===== src/rtl/soc_network_adapter_out_arbiter.sv =====
// soc_network_adapter_out_arbiter
//   Packet-atomic round-robin arbiter merging CHANNELS flit streams from the
//   network adapter sub-modules onto a single NoC output link. The grant is
//   held for a whole packet, and the output is one registered stage.
// Ports:
//   clk, rst            clock, synchronous active-high reset
//   in_flit/last/valid  per-channel input flit stream (flits packed, ch0 at LSB)
//   in_ready            per-channel accept (combinational)
//   out_flit/last/valid registered output flit stream
//   out_ready           downstream accept
//   grant               one-hot owner of the open packet, zero when idle
//   busy                high while a packet is open
module soc_network_adapter_out_arbiter #(
  parameter int FLIT_WIDTH = 32,
  parameter int CHANNELS   = 2
) (
  input  logic                           clk,
  input  logic                           rst,
  input  logic [CHANNELS*FLIT_WIDTH-1:0] in_flit,
  input  logic [CHANNELS-1:0]            in_last,
  input  logic [CHANNELS-1:0]            in_valid,
  output logic [CHANNELS-1:0]            in_ready,
  output logic [FLIT_WIDTH-1:0]          out_flit,
  output logic                           out_last,
  output logic                           out_valid,
  input  logic                           out_ready,
  output logic [CHANNELS-1:0]            grant,
  output logic                           busy
);

  localparam int IDX_W = $clog2(CHANNELS);

  // GAP is the one idle input-side cycle after a last-flit transfer; it keeps
  // the end of one packet and arbitration for the next in separate cycles.
  typedef enum logic [1:0] {IDLE, LOCKED, GAP} state_e;

  state_e                  state_q, state_d;
  logic [IDX_W-1:0]        ptr_q, ptr_d;
  logic [IDX_W-1:0]        owner_q, owner_d;
  logic [IDX_W-1:0]        sel, cand;
  logic                    sel_ok, space, xfer, sel_last;
  logic [FLIT_WIDTH-1:0]   sel_flit;
  logic [FLIT_WIDTH-1:0]   out_flit_q, out_flit_d;
  logic                    out_last_q, out_last_d;
  logic                    out_valid_q, out_valid_d;

  assign space = !out_valid_q || out_ready;

  // Channel selection: round-robin scan from ptr+1 while idle, owner while locked.
  always_comb begin
    sel    = owner_q;
    sel_ok = 1'b0;
    cand   = '0;
    case (state_q)
      IDLE: begin
        for (int unsigned k = 0; k < CHANNELS; k++) begin
          cand = IDX_W'((32'(ptr_q) + k + 1) % CHANNELS);
          if (!sel_ok && in_valid[cand]) begin
            sel    = cand;
            sel_ok = 1'b1;
          end
        end
      end
      LOCKED: sel_ok = 1'b1;
      default: sel_ok = 1'b0;
    endcase
  end

  // Data mux only reads the selected channel, so X on others cannot leak.
  always_comb begin
    sel_flit = '0;
    sel_last = 1'b0;
    in_ready = '0;
    for (int unsigned i = 0; i < CHANNELS; i++) begin
      if (sel_ok && IDX_W'(i) == sel) begin
        sel_flit    = in_flit[i*FLIT_WIDTH +: FLIT_WIDTH];
        sel_last    = in_last[i];
        in_ready[i] = space;
      end
    end
  end

  assign xfer = space && sel_ok && in_valid[sel];

  always_comb begin
    state_d = state_q;
    ptr_d   = ptr_q;
    owner_d = owner_q;
    case (state_q)
      IDLE: begin
        if (xfer) begin
          if (sel_last) begin
            state_d = GAP;
            ptr_d   = sel;
          end else begin
            state_d = LOCKED;
            owner_d = sel;
          end
        end
      end
      LOCKED: begin
        if (xfer && sel_last) begin
          state_d = GAP;
          ptr_d   = owner_q;
        end
      end
      GAP:     state_d = IDLE;
      default: state_d = IDLE;
    endcase
  end

  always_comb begin
    out_flit_d  = out_flit_q;
    out_last_d  = out_last_q;
    out_valid_d = out_valid_q;
    if (xfer) begin
      out_flit_d  = sel_flit;
      out_last_d  = sel_last;
      out_valid_d = 1'b1;
    end else if (out_ready) begin
      out_valid_d = 1'b0;
    end
  end

  always_ff @(posedge clk) begin
    if (rst) begin
      state_q     <= IDLE;
      ptr_q       <= IDX_W'(CHANNELS - 1);
      owner_q     <= '0;
      out_flit_q  <= '0;
      out_last_q  <= 1'b0;
      out_valid_q <= 1'b0;
    end else begin
      state_q     <= state_d;
      ptr_q       <= ptr_d;
      owner_q     <= owner_d;
      out_flit_q  <= out_flit_d;
      out_last_q  <= out_last_d;
      out_valid_q <= out_valid_d;
    end
  end

  always_comb begin
    grant = '0;
    for (int unsigned i = 0; i < CHANNELS; i++) begin
      grant[i] = (state_q == LOCKED) && (IDX_W'(i) == owner_q);
    end
  end

  assign busy      = (state_q == LOCKED);
  assign out_flit  = out_flit_q;
  assign out_last  = out_last_q;
  assign out_valid = out_valid_q;

endmodule

===== config.mk =====
export PLATFORM = sky130hd
export DESIGN_NAME = soc_network_adapter_out_arbiter
export DESIGN_NICKNAME = d
export VERILOG_FILES = /design/src/rtl/soc_network_adapter_out_arbiter.sv
export SDC_FILE = /design/constraint.sdc
export NUM_CORES = 1
export LEC_CHECK = 0
export BUFFER_PORTS_ARGS = -buffer_cell sky130_fd_sc_hd__buf_4
export CORE_ASPECT_RATIO = 1.1
export CORE_UTILIZATION = 40
export DETAILED_ROUTE_END_ITERATION = 8
export PLACE_DENSITY = 0.86
export SETUP_SLACK_MARGIN = 0.15
export SKIP_CTS_REPAIR_TIMING = 1
export SKIP_LAST_GASP = 1
export SYNTH_ARGS = -nofsm -noshare
export SYNTH_HDL_FRONTEND = slang
export SYNTH_SLANG_ARGS = --single-unit
export TNS_END_PERCENT = 20

===== constraint.sdc =====
create_clock -name clk -period 1.75 [get_ports clk]
set_input_delay 0 -clock clk [delete_from_list [all_inputs] [get_ports clk]]
set_output_delay 0 -clock clk [all_outputs]
set_load 0.01 [all_outputs]

==> implementation parameters <==
Parameter                              Value

Routing
  1st-iter DRT viols    100
  Total detailed-routing wirelength    about 6800 um
  Drt via density    ~5.4
  Number of remaining DRC errors    0
  Detail Route Antenna Nets    0
  Iteration count of the initial detailed-routing pass    4
  Average detailed-routed wire length per instance    around 17 um
  Total number of vias    ~2200

Global route
  Largest net degree at the start of global routing    35
  Global-route wire length before repair    roughly 7700 um
  Global-route congestion overflow total    0
  Total GRT Usage    0.2133
  Antenna violations before repair    0
  Vias in the first global route    about 1800

STA
  Clock Skew    ~0.0063 ns
  Final number of hold-violating endpoints    6
  Minimum clock period after layout    roughly 1.6 ns
  Tightest slew margin relative to the limit    0.7815
  RSZ-0062 raised after global routing    yes
  Final Setup Violations    0
  Total negative slack for setup checks    0 ns
  Final Worst Setup Slack    0.1707 ns
  Highest achievable clock rate    around 0.63 GHz
  Slew at the pin with the worst max-slew slack    0.3273 ns
  Worst hold slack    -0.02680 ns
  Crit share post-route    0.9025
  Pins over their slew limit    0

Layout
  Storage element area    approximately 770 um2
  Share of final-layout standard cells stronger than drive strength 1    0.4363
  Diode insertion count for antenna repair    0
  Area added between synthesis and finish    82.16%
  Area of the multi-input gates    around 970 um2
  Finished layout cell area    about 3300 um2
  Filler cell count    between 300 and 400
  Post-route non-filler standard cell count    407
  Fin nets    approximately 420

Clock network
  Insertion delay to the later sink of the worst-skew pair    0.29 ns
  Maximum buffer depth of the clock tree    2
  TritonCTS Sinks    38
  TritonCTS clock tree    yes
  Cts bufs inserted    5
  Clk Tree Root Cell    clkbuf_8
  H-tree Lvls    2
  Post-CTS clock slew at the launch and capture registers of the worst setup and hold paths    about 0.07 ns

Synth
  Yosys Warn Count    0
  Average cell area after synthesis    ~9 um2
  Syn Nets    270
  Post-synthesis cell count    about 200
  Leading area contributor after synthesis    dfxtp_1
  Cell Area, Synth    roughly 1800 um2
  Register area share after synthesis    0.4237
  Largest cells by area after synthesis    dfxtp_1, a221oi_2, o21ai_0
  Flip-flop and latch count after synthesis    38
  Area fraction of the dominant cell type after synthesis    0.4237
  Unique masters post-synth    32

Setup path
  Worst path required time    1.75 ns
  CP max stage delay    roughly 0.41 ns
  Type of element capturing the critical path    output pin
  Reg2reg setup slack    about 0.18 ns
  Maximum fanout along the worst path    7
  Critical Setup Path Class    flip-flop to output pin
  Register-to-Register Path Depth    6
  CP most frequent cell    nor2_1
  Critical Path Start Type    flip-flop
  Critical path cell sequence    nor2_1, nand2_1, a32o_1, nor2_1, buf_4
  CP Depth    5
  Worst path arrival time    1.58 ns
  Kind of cell with the highest combined delay on the critical path    simple AND/OR/NAND/NOR gates
  Worst-path cell with the longest stage delay    dfxtp_1
  Count of buffer and inverter cells on the critical path    1

Power
  Leakage    around 1.5 nW
  PnR Total Power    3.180 mW
  Power density normalized to cell area    about 970 nW/um2
  VDD IR-drop max    about 600 uV

Flow run
  Number of max-cap violations    0

Die
  Core footprint    4317 um2
  Horiz. Die Dim    between 60 and 70 um
  Effective utilization at floorplan    0.4159
  Die area    approximately 4800 um2
  Die Y    72.27 um
  Rows    25
  Number of top-level pins    110

Placed design
  HPWL after DPL    ~3700 um
  Placed standard-cell area    2671 um2
  Worst slack at placement    0.1201 ns
  Cell count after placement    353
  Number of port buffers    109
  Final weighted congestion of routability-driven global placement    roughly 0.8

Outcome
  Violations in the final reports    negative hold slack
  Outcome    finished, violations left

Min path
  Cell depth of the worst hold path    3
  Class of the worst hold path    input pin to flip-flop
-- routing by layer --
metal  GRT usage  routed length [um]  up-vias
li1            -                   -     1041
met1      0.2299                2438     1036
met2      0.3787                3664      108
met3     0.06761                 428       25
met4     0.08937                 273        0
met5           0                   0        -
-- cell families (layout without fill, tap and decap cells) --
| logic type | after synthesis | after routing | share of synthesized area |
|---|---|---|---|
| buf+inv | 23 | 177 | 0.06341 |
| flops | 38 | 38 | 0.4237 |
| mux | 2 | 2 | 0.01394 |
| simple gates | 61 | 61 | 0.1512 |
| compound gates | 75 | 75 | 0.3477 |
-- report_power, final --
group | leakage, nW | switching [mW] | internal [mW] | total [mW]
clock network | 0.0482 | 0.302 | 0.318 | 0.619
registers | 0.316 | 0.103 | 1.03 | 1.14
logic | 1.11 | 0.721 | 0.703 | 1.42
-- per-stage QoR --
stage / hold WS (ns) / util
finish: -0.02680 / 0.7577
global route: 0.004137 / 0.7577
CTS: -0.06840 / 0.6400
detailed placement: 0.2434 / 0.6188
global placement: 0.2417 / 0.6188
floorplan: 0.06907 / -
-- cell usage in the layout, fill, tap and decap left out, drive strengths merged --
cell,instances
buf,118
dlygate4sd3,46
nor2,40
dfxtp,38
o21ai,34
a221oi,31
clkbuf,7
nand2,6
inv,5
a21oi,3
nand2b,3
and2,2
a31oi,2
nand3,2
and3,2
nor3,2
nor2b,2
a32oi,1
or2,1
a32o,1
o32ai,1
or3,1
mux2i,1
o22ai,1
mux2,1
a211o,1
clkinv,1
-- cell type report --
class / instances / area share
Timing Repair Buffer: 164 / 0.4155
Multi-Input combinational cell: 138 / 0.2961
Sequential cell: 38 / 0.2341
Clock buffer: 7 / 0.02640
Tap cell: 54 / 0.02066
Inverter: 5 / 0.005738
Clock inverter: 1 / 0.001530
-- synthesized netlist by cell type --
cell type / instances
nor2_1: 40
dfxtp_1: 38
o21ai_0: 34
a221oi_1: 19
a221oi_2: 12
buf_2: 9
nand2_1: 6
clkbuf_1: 5
inv_1: 5
a21oi_1: 3
a31oi_4: 2
and2_1: 2
and3_1: 2
buf_4: 2
nand2b_1: 2
nand3_1: 2
a211o_1: 1
a32o_1: 1
a32oi_1: 1
buf_6: 1
clkbuf_2: 1
mux2_4: 1
mux2i_1: 1
nand2b_2: 1
nor2b_1: 1
nor2b_2: 1
nor3_1: 1
nor3_2: 1
o22ai_1: 1
o32ai_2: 1
or2_1: 1
or3_1: 1
-- sequential cells by signal (all words and copies together) (netlist names) --
signal / cells
out_last: 1
ptr_q: 1
out_valid: 1
state_q: 2
owner_q: 1
out_flit: 32
-- tightest hold or removal path, cell delays in order --
cell	delay, ns
buf_4	0.07
a221oi_1	0.06
nor2_1	0.09
-- final timing paths --
| path | from | endpoint |
|---|---|---|
| setup / recovery | state_q[1] | in_ready[0] |
| hold / removal | in_flit[21] | out_flit[21] |
| setup reg to reg | ptr_q | out_flit[0] |
| hold reg to reg | out_flit[31] | out_flit[31] |
Power figures use the tool's default switching activity.
